### src/rtl/wb_uart_tx_if.sv
// Single-beat Wishbone slave port: master drives the request, slave returns data and ack.
interface wb_uart_tx_if;
   logic        cyc;
   logic        stb;
   logic        we;
   logic [8:0]  adr;
   logic [3:0]  sel;
   logic [31:0] dat_w;
   logic [31:0] dat_r;
   logic        ack;

   modport master (output cyc, stb, we, adr, sel, dat_w, input  dat_r, ack);
   modport slave  (input  cyc, stb, we, adr, sel, dat_w, output dat_r, ack);
endinterface

### src/rtl/wb_uart_tx.sv
// Wishbone UART transmitter: 4 registers, TX FIFO, 8N1 serializer. Ack one cycle after accept.
// No bus stall; pushes into a full FIFO are acked, dropped and flagged as overflow.
module wb_uart_tx #(
   parameter int               FIFO_DEPTH = 8,
   parameter int               DIV_W      = 16,
   parameter logic [DIV_W-1:0] DIV_RST    = 16'd433
) (
   input  logic         i_clk,
   input  logic         i_rst,
   wb_uart_tx_if.slave  wb,
   output logic         o_uart_tx,
   output logic         o_irq
);

   localparam int AW = $clog2(FIFO_DEPTH);
   localparam int LW = AW + 1;

   typedef enum logic [1:0] {S_IDLE, S_START, S_DATA, S_STOP} state_t;

   logic             r_ack;
   logic [31:0]      r_dat;
   logic [7:0]       r_mem [FIFO_DEPTH];
   logic [AW-1:0]    r_wptr, r_rptr;
   logic [LW-1:0]    r_level;
   logic             r_ovf, r_tx_en, r_irq_en;
   logic [DIV_W-1:0] r_div, r_wdiv, r_cnt;
   state_t           r_state, w_state_nxt;
   logic [7:0]       r_shift;
   logic [2:0]       r_bitcnt;
   logic             r_tx, w_tx_nxt;

   logic             w_acc, w_wr, w_push, w_push_ok, w_ovf_clr, w_pop;
   logic             w_empty, w_full, w_bit_done, w_shift_en, w_start_ok;
   logic [31:0]      w_rdata, w_sel_bits;
   logic [DIV_W-1:0] w_mask;
   logic             w_unused;

   // ack low at the accepting edge is what spaces a held strobe to one ack per two cycles
   assign w_acc      = wb.cyc & wb.stb & ~r_ack;
   assign w_wr       = w_acc & wb.we;
   assign w_push     = w_wr & (wb.adr[1:0] == 2'd0) & wb.sel[0];
   assign w_push_ok  = w_push & ~w_full;
   assign w_ovf_clr  = w_wr & (wb.adr[1:0] == 2'd1) & wb.sel[0] & wb.dat_w[3];
   assign w_empty    = (r_level == '0);
   assign w_full     = (r_level == LW'(FIFO_DEPTH));
   assign w_sel_bits = {{8{wb.sel[3]}}, {8{wb.sel[2]}}, {8{wb.sel[1]}}, {8{wb.sel[0]}}};
   assign w_mask     = w_sel_bits[DIV_W-1:0];
   assign w_unused   = ^{wb.adr[8:2], wb.dat_w, w_sel_bits};

   assign wb.ack    = r_ack;
   assign wb.dat_r  = r_dat;
   assign o_uart_tx = r_tx;
   assign o_irq     = r_irq_en & w_empty & (r_state == S_IDLE);

   always_comb begin
      w_rdata = '0;
      case (wb.adr[1:0])
         2'd1: begin
            w_rdata[0]       = w_empty;
            w_rdata[1]       = w_full;
            w_rdata[2]       = (r_state != S_IDLE);
            w_rdata[3]       = r_ovf;
            w_rdata[8 +: LW] = r_level;
         end
         2'd2:    w_rdata[DIV_W-1:0] = r_div;
         2'd3:    w_rdata[1:0]       = {r_irq_en, r_tx_en};
         default: w_rdata            = '0;
      endcase
   end

   always_ff @(posedge i_clk or posedge i_rst) begin
      if (i_rst) begin
         r_ack <= 1'b0;
         r_dat <= '0;
      end else begin
         r_ack <= w_acc;
         r_dat <= (w_acc & ~wb.we) ? w_rdata : '0;
      end
   end

   always_ff @(posedge i_clk or posedge i_rst) begin
      if (i_rst) begin
         r_ovf    <= 1'b0;
         r_div    <= DIV_RST;
         r_tx_en  <= 1'b0;
         r_irq_en <= 1'b0;
      end else begin
         if (w_push & w_full)
            r_ovf <= 1'b1;
         else if (w_ovf_clr)
            r_ovf <= 1'b0;
         if (w_wr && wb.adr[1:0] == 2'd2)
            r_div <= (r_div & ~w_mask) | (wb.dat_w[DIV_W-1:0] & w_mask);
         if (w_wr && wb.adr[1:0] == 2'd3 && wb.sel[0])
            {r_irq_en, r_tx_en} <= wb.dat_w[1:0];
      end
   end

   always_ff @(posedge i_clk) begin
      if (w_push_ok)
         r_mem[r_wptr] <= wb.dat_w[7:0];
   end

   always_ff @(posedge i_clk or posedge i_rst) begin
      if (i_rst) begin
         r_wptr  <= '0;
         r_rptr  <= '0;
         r_level <= '0;
      end else begin
         if (w_push_ok)
            r_wptr <= r_wptr + AW'(1);
         if (w_pop)
            r_rptr <= r_rptr + AW'(1);
         case ({w_push_ok, w_pop})
            2'b10:   r_level <= r_level + LW'(1);
            2'b01:   r_level <= r_level - LW'(1);
            default: r_level <= r_level;
         endcase
      end
   end

   assign w_bit_done = (r_cnt == r_wdiv);
   assign w_start_ok = r_tx_en & ~w_empty;

   always_comb begin
      w_state_nxt = r_state;
      w_tx_nxt    = r_tx;
      w_pop       = 1'b0;
      w_shift_en  = 1'b0;
      case (r_state)
         S_IDLE: begin
            w_tx_nxt = 1'b1;
            if (w_start_ok) begin
               w_state_nxt = S_START;
               w_pop       = 1'b1;
               w_tx_nxt    = 1'b0;
            end
         end
         S_START: begin
            if (w_bit_done) begin
               w_state_nxt = S_DATA;
               w_tx_nxt    = r_shift[0];
            end
         end
         S_DATA: begin
            if (w_bit_done) begin
               w_shift_en = 1'b1;
               if (r_bitcnt == 3'd7) begin
                  w_state_nxt = S_STOP;
                  w_tx_nxt    = 1'b1;
               end else begin
                  w_tx_nxt = r_shift[1];
               end
            end
         end
         default: begin
            // stop bit ends straight into the next start bit when more data waits
            if (w_bit_done) begin
               if (w_start_ok) begin
                  w_state_nxt = S_START;
                  w_pop       = 1'b1;
                  w_tx_nxt    = 1'b0;
               end else begin
                  w_state_nxt = S_IDLE;
                  w_tx_nxt    = 1'b1;
               end
            end
         end
      endcase
   end

   always_ff @(posedge i_clk or posedge i_rst) begin
      if (i_rst) begin
         r_state  <= S_IDLE;
         r_tx     <= 1'b1;
         r_cnt    <= '0;
         r_wdiv   <= '0;
         r_shift  <= '0;
         r_bitcnt <= '0;
      end else begin
         r_state <= w_state_nxt;
         r_tx    <= w_tx_nxt;
         if (w_pop || w_bit_done || r_state == S_IDLE)
            r_cnt <= '0;
         else
            r_cnt <= r_cnt + DIV_W'(1);
         if (w_pop) begin
            r_wdiv  <= r_div;
            r_shift <= r_mem[r_rptr];
         end else if (w_shift_en) begin
            r_shift <= {1'b0, r_shift[7:1]};
         end
         if (r_state == S_START)
            r_bitcnt <= '0;
         else if (w_shift_en)
            r_bitcnt <= r_bitcnt + 3'd1;
      end
   end

endmodule

### src/flat_wrapper.sv
// flat-port wrapper written by rule: the top's interface ports become plain ports
module wb_uart_tx_flat 
#(
   parameter int               FIFO_DEPTH = 8,
   parameter int               DIV_W      = 16,
   parameter logic [DIV_W-1:0] DIV_RST    = 16'd433
)
  (i_clk, i_rst, o_uart_tx, o_irq, wb_cyc, wb_stb, wb_we, wb_adr, wb_sel, wb_dat_w, wb_dat_r, wb_ack);
  wb_uart_tx_if wb_i ();
  input  logic i_clk;
  input  logic i_rst;
  output logic o_uart_tx;
  output logic o_irq;
  input wire logic [$bits(wb_i.cyc)-1:0] wb_cyc;
  input wire logic [$bits(wb_i.stb)-1:0] wb_stb;
  input wire logic [$bits(wb_i.we)-1:0] wb_we;
  input wire logic [$bits(wb_i.adr)-1:0] wb_adr;
  input wire logic [$bits(wb_i.sel)-1:0] wb_sel;
  input wire logic [$bits(wb_i.dat_w)-1:0] wb_dat_w;
  output wire logic [$bits(wb_i.dat_r)-1:0] wb_dat_r;
  output wire logic [$bits(wb_i.ack)-1:0] wb_ack;
  assign wb_i.cyc = wb_cyc;
  assign wb_i.stb = wb_stb;
  assign wb_i.we = wb_we;
  assign wb_i.adr = wb_adr;
  assign wb_i.sel = wb_sel;
  assign wb_i.dat_w = wb_dat_w;
  assign wb_dat_r = wb_i.dat_r;
  assign wb_ack = wb_i.ack;
  wb_uart_tx #(.FIFO_DEPTH(FIFO_DEPTH), .DIV_W(DIV_W), .DIV_RST(DIV_RST)) u_core (.i_clk(i_clk), .i_rst(i_rst), .wb(wb_i), .o_uart_tx(o_uart_tx), .o_irq(o_irq));
endmodule
### config.mk
export PLATFORM = sky130hd
export DESIGN_NAME = wb_uart_tx_flat
export DESIGN_NICKNAME = d
export VERILOG_FILES = /design/src/rtl/wb_uart_tx_if.sv /design/src/rtl/wb_uart_tx.sv /design/src/flat_wrapper.sv
export SDC_FILE = /design/constraint.sdc
export NUM_CORES = 1
export LEC_CHECK = 0
export CORE_MARGIN = 5
export CORE_UTILIZATION = 31
export DETAILED_ROUTE_END_ITERATION = 10
export PLACE_DENSITY = 0.59
export REMOVE_ABC_BUFFERS = 1
export SYNTH_ARGS = -nofsm -noshare
export SYNTH_HDL_FRONTEND = slang
export SYNTH_SLANG_ARGS = --single-unit
### constraint.sdc
create_clock -name i_clk -period 3.1 [get_ports i_clk]
set_input_delay 0.62 -clock i_clk [delete_from_list [all_inputs] [get_ports i_clk]]
set_output_delay 0.62 -clock i_clk [all_outputs]
set_load 0.02 [all_outputs]
Word-level counts from Yosys, hierarchy flattened. Memories as Yosys holds them, arrays and structs flattened. Index checks and enable logic that the tools add are counted.

Memories kept: 1. Word-level logic and storage cells: 109. Bits of input ports: 50. Bits in writable memories: 64. Register bits after elaboration: 108.

Memory list: u_core.r_mem (depth 8, bits a word 8, read ports 1, clocked after memory_dff 0, write ports 1, line wb_uart_tx.sv:22) `logic [7:0] r_mem [FIFO_DEPTH];`.

Multiplexer cells: 34. Reduce and logical (&&, ||, !) cells: 17. Add/subtract/negate cells: 6. Equality and inequality tests: 14. Bitwise logic cells: 22.

Operator list (number): $and 16x16->16 (2); $mux 16 (2); $add 16x1->16 const B (1); $eq 16x16->1 (1); $mux 8 (2); $not 16->16 (1); $or 16x16->16 (1); $pmux 4 s2 (2); $and 1x1->1 (14); $mux 1 (14); $pmux 2 s3 (2); $reduce_bool 2->1 (6); $mux 2 (5); $add 3x1->3 const B (3); $eq 2x2->1 const B (4); $mux 4 (2); $ne 2x1->1 const B (4); $eq 2x1->1 const B (3); $mux 3 (2); $reduce_and 5->1 (1); $add 4x1->4 const B (1); $eq 4x4->1 const B (1); $logic_not 2->1 (2); $logic_not 4->1 (1); other kinds (10) (16).

Longest topological paths before layout. Gate-level depths: netlist of the first run.

Depth in word-level cells: 9. Gate-level depth with buffers: 14.

Worst setup path before layout of the first run. Ideal clock, no wire load.

Path kind: register to register. Start point: register u_core.r_cnt[2]. End point: register u_core.r_level[2]. Arrival: 2811 ps. Setup time: 80 ps. Slack: 209 ps. Clock period less this slack: 2891 ps. Stages on the path, launching flop included: 14. Cell sequence: dfrtp_1 > xnor2_1 > nand4_1 > nor4_4 > a21oi_2 > nor2_4 > buf_6 > ha_1 > xor2_1 > ha_1 > a21o_1 > a31oi_1 > mux2i_1 > xnor2_1.

Word-level cells in the longest chain between the ends: 5.

Ends and longest elaborated chain: start, declared (line wb_uart_tx.sv:26) `logic [DIV_W-1:0] r_div, r_wdiv, r_cnt;`; start signal, assigned (line wb_uart_tx.sv:186) `r_cnt <= r_cnt + DIV_W'(1);`; $eq 16x16->1 (*) (line wb_uart_tx.sv:122) `assign w_bit_done = (r_cnt == r_wdiv);`; $mux 1 (*) (line wb_uart_tx.sv:158) `if (w_bit_done) begin`; $pmux 1 s2 (*) (line wb_uart_tx.sv:130) `case (r_state)`; net u_core.w_pop (line wb_uart_tx.sv:32) `logic w_acc, w_wr, w_push, w_push_ok, w_ovf_clr, w_pop;`; $eq 2x1->1 / $eq 2x2->1 (equally long branches) (line wb_uart_tx.sv:114) `case ({w_push_ok, w_pop})`; $pmux 4 s2 / $reduce_bool 2->1 (equally long branches); end signal, assigned (line wb_uart_tx.sv:115) `2'b10: r_level <= r_level + LW'(1);`; end signal, assigned (line wb_uart_tx.sv:116) `2'b01: r_level <= r_level - LW'(1);`; end signal, assigned (line wb_uart_tx.sv:117) `default: r_level <= r_level;`; end, declared (line wb_uart_tx.sv:24) `logic [LW-1:0] r_level;`.

Mark *: on every way through the listed nets, which the timed path passes. The rest lies on a longest branch. A chain may end at the register's enable or synchronous reset.

Worst setup path in the final report of the first run.
Start point: register u_core.r_level[0]. End point: output o_irq.

Word-level cells in the longest chain between the ends: 3.

Ends and longest elaborated chain: $logic_not 4->1 (line wb_uart_tx.sv:44) `assign w_empty = (r_level == '0);`; $and 1x1->1 (2 in series) (line wb_uart_tx.sv:53) `assign o_irq = r_irq_en & w_empty & (r_state == S_IDLE);`; end, declared (line flat_wrapper.sv:13) `output logic o_irq;`.

Every way passes these cells.

==> impl_results.md, run 1 <==
- Die area: 0.02530 mm2
- First-pass DRT Iterations: 4
- CTS Root Cell: clkbuf_16
- Via density: 4.664
- Hold path startpoint: u_core.o_uart_tx
- Fin util: 0.3773
- Clock Path Buffers: 2
- Synth top area share: 0.3124
- Initial antenna violation count: 0
- Drt wl/cell: 16.42 um
- Clock Pin Slew Worst Setup and Hold Paths: 0.06 ns
- Placement-stage cell area: 0.007699 mm2
- CTS sink count: 156
- Maximum vdd drop: 0.3848 mV
- Finished Cell Area: 0.008233 mm2
- Power per Cell Area: 754.0 mW/mm2
- Final Hold Vio Count: 0
- Worst Reg-to-Reg Cells: 12
- Buffers on Ports: 43
- Synth Instances: 483
- Min Tclk post-route: 2.828 ns
- Largest cells by area after synthesis: dfrtp_1 31%, edfxtp_1 28%, mux4_2 5.2%
- CP max stage cell: clkdlybuf4s50_1
- Critical path type: flop to output port
- Ys async rst share: 0.5897
- Max Clk Rate: 353.6 MHz
- Max incr delay on CP: 0.61 ns
- Post-synth EDFFs: 64
- First-pass GRT wire length: 22,910 um
- CTS tree: yes
- Setup Skew: 0.007903 ns
- Die Y: 159.1 um
- Crit-path max FO: 7
- Status: completed
- Overflow after GRT: 0
- Share of cells above drive strength 1: 0.2096
- Synth cell types: 46
- Post-CTS sizing: 0
- Mapped Area: 0.006888 mm2
- Antenna Violating Nets Remaining: 0
- TNS Setup: 0 ns
- Maxcap violations: 0
- Hold Path Stages: 2
- Worst-path cell chain: nor4_1 -> buf_4 -> and3_1 -> clkdlybuf4s50_1
- Area of the core: 0.02182 mm2
- Synth Warn #: 0
- Die X: 159.1 um
- Initial Utilization: 0.3156
- Fin crit share: 0.9123
- DRC: 0
- Worst EP required: 2.48 ns
- Top_reg_cell synth: dfrtp_1
- Synthesis-stage register bit count: 156
- Hold endpoint: u_core.o_uart_tx
- FF+latch area: 0.004232 mm2
- Area grow syn2layout: 19.53%
- Worst setup path start: u_core.r_level[0]
- Syn avg cell area: 14.26 um2
- Nets: 616
- H-tree depth: 4
- CTS Buf Count: 17
- Vias in the first global route: 4,209
- Setup crit start kind: flop
- Post-CTS setup buffers: 0
- Worst Setup End Kind: output port
- Worst-Skew Late Latency: 0.43 ns
- Multi-input logic area: 0.002447 mm2
- Worst r2r dst: u_core.r_level[2]
- Slew Limit Headroom: 0.4816
- Yosys top cell by area: dfrtp_1
- Least-Margin Pin Slew: 0.7776 ns
- Leak: 3.353 nW
- HPWL after DPL: 9743 um
- Initial DRC Count: 255
- Final max-slew violation count: 0
- Type of the tightest min-delay check: flop to flop
- RSZ-0062 raised after global routing: no
- Num ports: 85
- Sequential share of the synthesized area: 0.6144
- Final GP Congestion: 0.7781
- Fillers: 2,053
- Row cnt: 54
- Final setup viols: 0
- Flop-to-flop setup slack: 0.42 ns
- Largest net degree at the start of global routing: 40
- Antenna Cells: 0
- Critical Path AT: 2.21 ns
- Critical R2R Launch: u_core.r_cnt[2]
- Total track usage: 0.1133
- Routed via count: 3,932
- Hold-fix buffer count after cts: 0
- Routed wire length: 13,840 um
synth_stat cells, types with 3 or more instances:
library cell / number
nand2_1: 21
nand3b_1: 3
mux2_2: 28
o21ai_0: 9
mux2_4: 10
ha_1: 16
dfrtp_1: 86
xor2_1: 8
nand2b_1: 5
nand3_1: 11
inv_1: 14
mux4_2: 16
and2_1: 3
nor2_1: 38
xnor2_1: 25
a22oi_1: 6
a21oi_1: 6
or3_1: 5
clkbuf_1: 9
buf_4: 16
nor3_1: 6
and3_1: 13
dfstp_2: 6
edfxtp_1: 64
mux2i_1: 26
nand4_1: 6
buf_2: 4
worst max-delay path: cells and delay by family, from the launching register on:
kind                   cells  cell delay [ns]
buffers and inverters      2             0.79
and+or+nand+nor            2             0.52
DFF                        1             0.46
final cells by class:
| cell class | count | area share |
|---|---|---|
| clock buffer | 19 | 0.05380 |
| clock inverter | 13 | 0.01109 |
| inverter | 14 | 0.006535 |
| multi-input combinational | 295 | 0.2973 |
| sequential | 156 | 0.5140 |
| tap | 280 | 0.04255 |
| timing repair buffer | 66 | 0.07477 |
how the worst max path moves through the flow:
stage,end,slack (ns)
finish,o_irq,0.27
global route,o_irq,0.13
CTS,o_irq,0.23
detailed placement,u_core.r_level[2],0.06
global placement,u_core.r_level[2],0.12
floorplan,u_core.r_level[2],-0.06
placed cells by master (no fill, tap or decap), types with 8 or more instances in the layout:
cell | synthesis | layout
dfrtp_1 | 86 | 86
edfxtp_1 | 64 | 64
clkdlybuf4s50_1 | 0 | 43
nor2_1 | 38 | 38
mux2_2 | 28 | 28
mux2i_1 | 26 | 26
xnor2_1 | 25 | 25
buf_4 | 16 | 22
nand2_1 | 21 | 21
clkbuf_16 | 0 | 17
mux4_2 | 16 | 16
ha_1 | 16 | 16
conb_1 | 1 | 16
inv_1 | 14 | 13
and3_1 | 13 | 13
nand3_1 | 11 | 11
mux2_4 | 10 | 10
o21ai_0 | 9 | 9
xor2_1 | 8 | 8
power breakdown:
part	switching (mW)	total (mW)	internal (mW)
logic	0.735	1.55	0.812
clock network	0.844	1.89	1.05
registers	0.325	2.77	2.45
total	1.90	6.21	4.30
layer usage:
layer	vias up	wire, um	track usage
li1	1853	-	-
met1	1999	6054	0.1432
met2	60	7020	0.1869
met3	20	555	0.03288
met4	0	212	0.03839
met5	-	0	0
stage by stage:
| stage | total power, mW | setup WS [ns] | instances | hold WS (ns) |
|---|---|---|---|---|
| after floorplan | 3.896 | -0.06008 | 465 | 0.4662 |
| after global placement | 4.323 | 0.1214 | 811 | 0.4716 |
| after detailed placement | 4.371 | 0.05734 | 811 | 0.4801 |
| after CTS | 6.278 | 0.2306 | 843 | 0.4888 |
| after global routing | 6.561 | 0.1349 | 843 | 0.5118 |
| final | 6.208 | 0.2720 | 843 | 0.4864 |
cells by family after synthesis:
family                     share of synthesized area
AOI/OAI and AO/OA                            0.03143
xor gates and xnor gates                     0.04196
adders and majority gates                    0.02906
buffers and inverters                        0.03851
DFF                                           0.6143
muxes                                         0.1577
other                                      0.0005444
and+or+nand+nor                              0.08647
Power figures use the tool's default switching activity.
==> run 2, diff against run 1 <==
- ABC_CLOCK_PERIOD_IN_PS: default -> 3100
- GPL_TIMING_DRIVEN: default -> 0
==> impl_results.md, run 2 (synthesized netlist as in run 1, its figures left out) <==
- RSZ-0062 raised after global routing: no
- First-pass DRT Iterations: 4 (unchanged)
- Final GP Congestion: 0.7497 (-3.6%)
- Most frequent cells in the layout: 85 x dfrtp_1, 64 x edfxtp_1, 43 x clkdlybuf4s50_1, 38 x nor2_1, 28 x mux2_2
- Die area: 0.02530 mm2 (unchanged)
- Total track usage: 0.1111 (-0.002222)
- Commonest non-fill, non-tap cell in the layout: dfrtp_1
- Die X: 159.1 um (unchanged)
- Critical Path AT: 3.26 ns (+1.05 ns)
- Fin util: 0.3749 (-0.002350)
- Vias in the first global route: 4,240 (+0.74%)
- H-tree depth: 4 (unchanged)
- Leak: 3.284 nW (-2.1%)
- Nets: 598 (-2.9%)
- Routed wire length: 13,660 um (-1.3%)
- Antenna Cells: 0 (unchanged)
- Maximum vdd drop: 0.2374 mV (-38%)
- Area of the core: 0.02182 mm2 (unchanged)
- Area grow syn2layout: 18.78%
- Critical path type: input port to flop
- Num ports: 85 (unchanged)
- Fin crit share: 0.9420 (+0.02975)
- Via density: 4.704 (+0.86%)
- Die Y: 159.1 um (unchanged)
- Antenna Violating Nets Remaining: 0 (unchanged)
- Crit-path max FO: 6 (-1)
- Slew Limit Headroom: 0.2271 (-0.2545)
- Setup crit start kind: input port
- CTS sink count: 156 (unchanged)
- Initial antenna violation count: 0 (unchanged)
- Internal power: 4.513 mW (+4.9%)
- Clock Path Buffers: 2 (unchanged)
- Largest net degree at the start of global routing: 64 (+60%)
- HPWL after DPL: 9406 um (-3.5%)
- Power per Cell Area: 780.2 mW/mm2 (+3.5%)
- Initial Utilization: 0.3156 (unchanged)
- DRC: 0 (unchanged)
- Clock Pin Slew Worst Setup and Hold Paths: 0.06 ns (about the same)
- Final setup viols: 0 (unchanged)
- Final max-slew violation count: 0 (unchanged)
- CTS Root Cell: clkbuf_16
- Status: completed
- Min Tclk post-route: 2.920 ns (+0.09224 ns)
- Row cnt: 54 (unchanged)
- TNS Setup: 0 ns (unchanged)
- Setup Skew: 0.01012 ns (+0.002219 ns)
- Flop pwr share: 0.442 (-0.004)
- Type of the tightest min-delay check: flop to flop
- Comb power frac: 0.237 (-0.012)
- Final worst slack: 0.1798 ns (-0.09224 ns)
- Overflow after GRT: 0 (unchanged)
- Initial DRC Count: 280 (+9.8%)
- Routed via count: 3,881 (-1.3%)
- First-pass GRT wire length: 22,460 um (-2.0%)
- Power, Total: 6.384 mW (+2.8%)
- WHS: 0.4868 ns (+0.0003430 ns)
- Dpl ws: -0.7079 ns (-0.7652 ns)
- Sw power: 1.871 mW (-1.7%)
- Clock share of power: 0.321 (+0.016)
- Buffers on Ports: 43 (unchanged)
- Worst Setup End Kind: flop
- Least-Margin Pin Slew: 1.159 ns (+0.3818 ns)
- Final Hold Vio Count: 0 (unchanged)
- Maxcap violations: 0 (unchanged)
- CTS tree: yes
- Worst EP required: 3.44 ns (+0.96 ns)
- Max Clk Rate: 342.4 MHz (-3.2%)
- Drt wl/cell: 16.56 um (+0.85%)
- CTS Buf Count: 17 (unchanged)
- Share of cells above drive strength 1: 0.1908 (-0.01877)
- Switch share: 0.2931 (-0.01363)
- Worst-Skew Late Latency: 0.43 ns (about the same)
==> run 2: routing by layer <==
metal  part of all wire  global-route usage  up-vias
met2               0.52              0.1917       83
li1                   -                   -     1809
met3              0.034             0.02537       19
met4              0.016             0.04614        0
met1               0.42              0.1339     1970
met5                  0                   0        -
==> run 2: critical path, stage by stage <==
cell and delay, ns:
clkdlybuf4s50_1 0.46, nand3b_1 0.16, inv_1 0.15, and3_2 0.24
and3_4 0.24, inv_1 0.10, ha_2 0.23, xor2_1 0.15
ha_1 0.20, a21o_1 0.16, a31oi_1 0.17, mux2i_1 0.24
xnor2_1 0.14
==> run 2: final cells by class <==
type / instances / area, um2
clock inverters: 11 / 143.9
clock buffers: 21 / 440.4
repair buffers: 47 / 480.5
well taps: 280 / 350.3
inverters: 14 / 55.05
multi-input cells: 296 / 2479
fillers: 2024 / 13640
flip-flops and latches: 156 / 4233
==> run 2: worst paths after layout <==
kind / startpoint / to / slack [ns] / cells past startpoint
max in group asynchronous: i_rst / asynchronous set/reset pin / 1.83 / 3
max reg2reg: u_core.r_cnt[1] / u_core.r_level[2] / 0.26 / 13
min reg2reg: u_core.o_uart_tx / u_core.o_uart_tx / 0.49 / 2
min in group asynchronous: i_rst / u_core.r_level[2] / 0.57 / 2
min: u_core.o_uart_tx / u_core.o_uart_tx / 0.49 / 2
max: wb_stb / u_core.r_level[2] / 0.18 / 13
==> run 2: metrics by stage <==
stage | instances | cell area, um2
final | 825 | 8182
after global routing | 825 | 8182
after CTS | 823 | 8152
after detailed placement | 789 | 7542
after global placement | 788 | 7512
after floorplan | 465 | 6731
==> run 2: power groups by stage <==
stage,clock network [mW],logic (mW),registers (mW)
3_3_place_gp,0,1.42,2.84
4_1_cts,2.10,1.50,2.82
2_1_floorplan,0,1.15,2.75
3_5_place_dp,0,1.47,2.86
5_1_grt,2.19,1.66,2.88
6_report,2.05,1.51,2.82
==> run 2: what timing repair did <==
action / 4_1_cts / 5_1_grt
cloned: 1 / 0
hold buffers: 0 / 0
endpoints found under the setup margin: 20 / 3
pin swaps: 1 / 1
gates resized for setup: 3 / 5
buffers inserted: 1 / 2
==> run 3, diff against run 2 <==
- ABC_CLOCK_PERIOD_IN_PS: 3100 -> 2420
- clock period: 3.1 -> 2.42 ns (I/O delays scaled with it)
==> impl_results.md, run 3 (synthesized netlist as in run 1, its figures left out) <==
- Status: finished, violations left
- Failing checks: setup timing
- CTS Buf Count: 17 (unchanged)
- CTS tree: yes
- Vias in the first global route: 4,270 (+0.71%)
- Area grow syn2layout: 21.94%
- Crit-path max FO: 13 (+7)
- Setup crit start kind: flop
- Worst EP required: 2.73 ns (-0.71 ns)
- Overflow after GRT: 0 (unchanged)
- Die Y: 159.1 um (unchanged)
- Fin crit share: 1.095
- Antenna Violating Nets Remaining: 0 (unchanged)
- Max Clk Rate: 377.4 MHz
- Critical Path AT: 2.96 ns (-0.30 ns)
- Finished Layout Cells: 837 (+1.5%)
- Setup Skew: 0.007361 ns (-0.002761 ns)
- Critical path type: flop to flop
- Most frequent CP cell: buf_4
- Type of the tightest min-delay check: input port to asynchronous set/reset pin
- Maximum vdd drop: 0.3068 mV (+29%)
- Largest net degree at the start of global routing: 64 (unchanged)
- Die area: 0.02530 mm2 (unchanged)
- Area of the core: 0.02182 mm2 (unchanged)
- Worst-path cell chain: xnor2_1 -> nand4_1 -> nor4_4 -> buf_4 -> a21oi_4 -> buf_4 -> nor2_2 -> mux2_4
- Clock Path Buffers: 2 (unchanged)
- Worst Setup End Kind: flop
- Antenna Cells: 0 (unchanged)
- CTS Root Cell: clkbuf_16
- Final GP Congestion: 0.7497 (unchanged)
- DP Cell Count: 789 (unchanged)
- Clock Pin Slew Worst Setup and Hold Paths: 0.06 ns (about the same)
- Initial Utilization: 0.3156 (unchanged)
- Final setup viols: 15 (+15)
- First-pass GRT wire length: 22,840 um (+1.7%)
- Fillers: 1,994 (-1.5%)
- Multi-input logic area: 0.002599 mm2 (+4.8%)
- Routed via count: 3,981 (+2.6%)
- Row cnt: 54 (unchanged)
- CTS sink count: 156 (unchanged)
- RSZ-0062 raised after global routing: yes
- Min Tclk post-route: 2.650 ns
- Initial antenna violation count: 0 (unchanged)
- Num ports: 85 (unchanged)
- Final max-slew violation count: 0 (unchanged)
- CP max stage cell: nor2_2
- Final Hold Vio Count: 0 (unchanged)
- Power per Cell Area: 998.7 mW/mm2 (+28%)
- FF+latch area: 0.004237 mm2 (about the same)
- Critical R2R Launch: u_core.r_wdiv[8]
- Worst setup path start: u_core.r_wdiv[8]
- Nets: 610 (+2.0%)
- Initial DRC Count: 299 (+6.8%)
- Worst Reg-to-Reg Cells: 8 (-5)
- Die X: 159.1 um (unchanged)
- H-tree depth: 4 (unchanged)
- Most frequent cells in the layout: 82 x dfrtp_1, 64 x edfxtp_1, 42 x clkdlybuf4s50_1, 31 x nor2_1, 28 x mux2_2
- First-pass DRT Iterations: 5 (+1)
- Max incr delay on CP: 0.71 ns (+0.25 ns)
- Hold-fix buffer count after cts: 0 (unchanged)
- Drt wl/cell: 16.79 um (+1.4%)
- DRC: 0 (unchanged)
- Share of cells above drive strength 1: 0.2460 (+0.05513)
- Buffers on Ports: 43 (unchanged)
- HPWL after DPL: 9406 um (unchanged)
- Maxcap violations: 0 (unchanged)
- Slew Limit Headroom: 0.2266 (-0.0005400)
- Via density: 4.756 (+1.1%)
- Commonest non-fill, non-tap cell in the layout: dfrtp_1
- Leak: 3.344 nW (+1.8%)
- Total track usage: 0.1134 (+0.002309)
- Least-Margin Pin Slew: 1.160 ns (+0.0008103 ns)
- TNS Setup: -2.155 ns (-2.155 ns)
- Routed wire length: 14,060 um (+2.9%)
- Final worst slack: -0.2299 ns (-0.4097 ns)
- Worst-Skew Late Latency: 0.42 ns (about the same)
-- run 3: timing repair --
| action | in CTS | in global routing |
|---|---|---|
| pin swaps | 12 | 5 |
| resized for setup | 28 | 14 |
| cloned | 1 | 0 |
| buffers inserted | 11 | 4 |
| endpoints found under the setup margin | 102 | 37 |
| hold endpoints to repair | 0 | 0 |
-- run 3: worst max-delay path: cells and delay by family (launching register included) --
kind,cells,cell delay [ns]
flip-flops,1,0.40
XOR/XNOR,1,0.19
buffers and inverters,2,0.34
AND/OR/NAND/NOR,3,1.18
multiplexers,1,0.36
AO/OA/AOI/OAI,1,0.06
-- run 3: worst paths after layout --
check | endpoint | slack (ns)
worst min register to register | u_core.o_uart_tx | 0.49
worst max-delay path | u_core.r_wdiv[1] | -0.23
max in group asynchronous | asynchronous set/reset pin | 1.29
worst min-delay path | u_core.r_level[2] | 0.43
worst max register to register | u_core.r_wdiv[1] | -0.23
min in group i_clk | u_core.o_uart_tx | 0.49
-- run 3: stage by stage --
| step | cell area [um2] | power, mW | utilization | hold slack [ns] | setup WS (ns) |
|---|---|---|---|---|---|
| floorplan | 6731 | 4.990 | - | 0.4662 | -0.7401 |
| global placement | 7512 | 5.466 | 0.3442 | 0.4831 | -1.891 |
| detailed placement | 7542 | 5.553 | 0.3456 | 0.4830 | -1.388 |
| CTS | 8303 | 8.383 | 0.3805 | 0.4408 | -0.2313 |
| global route | 8399 | 8.823 | 0.3849 | 0.4839 | -0.3455 |
| finish | 8399 | 8.388 | 0.3849 | 0.4341 | -0.2299 |
-- run 3: layout make-up --
cell class / instances / share of cell area
timing repair buffer: 59 / 0.06837
sequential: 156 / 0.5044
inverter: 14 / 0.006554
clock buffer: 21 / 0.05244
multi-input combinational: 296 / 0.3094
clock inverter: 11 / 0.01713
tap: 280 / 0.04171
-- run 3: routing by layer --
metal / GRT usage / wire, um / vias up
met5: 0 / 0 / -
met4: 0.04459 / 220 / 0
met3: 0.02563 / 484 / 18
met2: 0.1963 / 7419 / 80
met1: 0.1374 / 5932 / 2046
li1: - / - / 1837
-- run 3: power by group --
group / total [mW] / internal, mW / leakage (nW) / switching (mW)
Clock: 2.63 / 1.62 / 0.275 / 1.01
Sequential: 3.63 / 3.14 / 1.79 / 0.492
Combinational: 2.13 / 1.14 / 1.28 / 0.987
Total: 8.39 / 5.90 / 3.34 / 2.49
==> variant, RTL diff (config.mk and constraints of run 1) <==
`DIV_W` is set to 16 in 2 places; all go to 32.
--- a/src/rtl/wb_uart_tx.sv
+++ b/src/rtl/wb_uart_tx.sv
@@ -4,3 +4,3 @@
    parameter int               FIFO_DEPTH = 8,
-   parameter int               DIV_W      = 16,
+   parameter int               DIV_W      = 32,
    parameter logic [DIV_W-1:0] DIV_RST    = 16'd433
--- a/src/flat_wrapper.sv
+++ b/src/flat_wrapper.sv
@@ -4,3 +4,3 @@
    parameter int               FIFO_DEPTH = 8,
-   parameter int               DIV_W      = 16,
+   parameter int               DIV_W      = 32,
    parameter logic [DIV_W-1:0] DIV_RST    = 16'd433
Check against the original RTL: not equivalent (a bounded check fails within 4 cycles, from zero or initial values and one cycle with i_rst high).
==> variant against run 1 <==
Clock skew is 0.0066 ns higher; register-to-register slack worse by 0.13 ns; worst setup slack worse by 0.052 ns; total power is 35% higher; largest power group unchanged; fmax is 1.8% lower; wire length is 40% higher; first-iteration DRC count is 18% higher; synthesized area is 38% higher; combinational power is 21% higher; final area is 41% higher; non-clock buffer count is 39 higher; sequential cell count is 64 higher; clock power is 46% higher.
==> variant: results (changes against run 1) <==
outcome=completed (unchanged); post-synth cell types=47 (was 46); largest net degree at the start of global routing=71 (was 40); r2r worst-path depth=13 (was 12); critical path arrival=2.26 ns (was 2.21 ns); initial DRC count=300 (was 255); TritonCTS buffer count=22 (was 17); maximum VDD drop=299 uV (was 385 uV); hold path depth=1 (was 2); Seq/Total Area, Yosys=61.6% (was 61.4%); dpl hpwl=13.5 mm (was 9.74 mm); ant diodes=0 (unchanged); Root Buffer=clkbuf_16 (unchanged); Layout Cells excl Fill=1,184 (was 843); Synth top cells by count=dfrtp_1 (150), edfxtp_1 (64), nor2_1 (60), xnor2_1 (51), mux2_2 (43) (was dfrtp_1 (86), edfxtp_1 (64), nor2_1 (38), mux2_2 (28), mux2i_1 (26)); Buffers on Ports=77 (was 43); vias per cell=4.55 (was 4.66); leakage=4.92 nW (was 3.35 nW); Yosys Warn Count=0 (unchanged); # Post-CTS Setup Buffers=0 (unchanged); Final GP Congestion=0.780 (was 0.778); max incr delay on CP=0.64 ns (was 0.61 ns); GRT Total Usage=11.6% (was 11.3%); WL met3=684 microns (was 555 microns); fillers=2,797 (was 2,053); layout cells sized above 1=21.7% (was 21.0%); WL met1=9.54 mm (was 6.05 mm); clock skew=0.0145 ns (was 0.00790 ns); average instance area after synthesis=14.2 sq um (was 14.3 sq um); Clk pin slew, worst setup/hold paths=0.06 ns (about the same); final wirelength=19.4 mm (was 13.8 mm); Inst Count DP=1,144 (was 811); nets=839 (was 616); antenna violations before repair=0 (unchanged); slowest CP cell=clkdlybuf4s50_1 (unchanged); HP Class=flop to flop (unchanged); WL met2=8.85 mm (was 7.02 mm); worst-path fanout max=6 (was 7); post-CTS sizing=0 (unchanged); first-pass GRT wire length=31.8 mm (was 22.9 mm); largest cells by area after synthesis=dfrtp_1 (40%), edfxtp_1 (20%), mux2_2 (5.1%) (was dfrtp_1 (31%), edfxtp_1 (28%), mux4_2 (5.2%)); Slew headroom=46.4% (was 48.2%); clock latency on the worst-skew pair=0.50 ns (was 0.43 ns); Clock Path Buffers=3 (was 2); Synth Flop Type=dfrtp_1 (unchanged); vias in the first global route=5,773 (was 4,209); Post-synth EDFFs=64 (unchanged); Post-synth ARST share=70.9% (was 59.0%); NetSw=0.00234 W (was 0.00190 W); H-tree levels=1 (was 4); top sig layer=met4 (unchanged); total iterations of the first detailed-routing run=5 (was 4)
[variant: cell type report]
type | instances | area (sq um) | share of cell area [%]
multi-input cells | 403 | 3420 | 29.5
repair buffers | 105 | 993 | 8.58
inverters | 20 | 80.1 | 0.691
clock inverters | 9 | 98.8 | 0.853
flip-flops and latches | 220 | 5830 | 50.4
well taps | 396 | 495 | 4.28
clock buffers | 31 | 666 | 5.75
[variant: layer usage]
metal / GRT usage, % / up-vias
li1: - / 2597
met1: 16.8 / 2674
met2: 18.4 / 94
met3: 1.67 / 28
met4: 2.79 / 0
met5: 0 / -
[variant: power by group through the flow]
stage                     Clock (W)  Combinational, W  Sequential, W
after CTS                   0.00283           0.00192        0.00377
after floorplan                   0           0.00139        0.00372
final                       0.00275           0.00188        0.00376
after global routing        0.00296           0.00207        0.00382
after global placement            0           0.00189        0.00381
after detailed placement          0           0.00191        0.00382
[variant: worst paths after layout]
check | start | to | slack, ns
worst max-delay path | u_core.r_level[3] | o_irq | 0.22
min in group asynchronous | i_rst | async pin | 0.60
worst min-delay path | u_core.r_wptr[2] | u_core.r_wptr[2] | 0.49
max in group asynchronous | i_rst | u_core.o_uart_tx | 1.76
worst min register to register | u_core.r_wptr[2] | u_core.r_wptr[2] | 0.49
worst max register to register | u_core.r_cnt[11] | u_core.r_level[2] | 0.29
[variant: cells by family after synthesis]
group | synth area share [%]
AOI/OAI and AO/OA | 2.64
xor gates and xnor gates | 6.65
adders and majority gates | 2.24
buffers and inverters | 2.40
DFF | 61.6
muxes | 14.6
and+or+nand+nor | 9.94
[variant: worst max-delay path: cells and delay by family, from the launching register on]
kind / cells / cell delay (ns)
and+or+nand+nor: 2 / 0.50
buffers and inverters: 2 / 0.81
DFF: 1 / 0.46
[variant: through the flow]
step	total power, W	area, sq um	worst slack (ns)	utilization (%)	hold slack (ns)
after global placement	0.00570	10800	0.118	35.6	0.475
after detailed placement	0.00573	10800	0.0811	35.6	0.478
after floorplan	0.00511	9320	-1.72	-	0.449
after CTS	0.00851	11600	0.169	38.2	0.490
final	0.00839	11600	0.220	38.2	0.493
after global routing	0.00885	11600	0.115	38.2	0.524
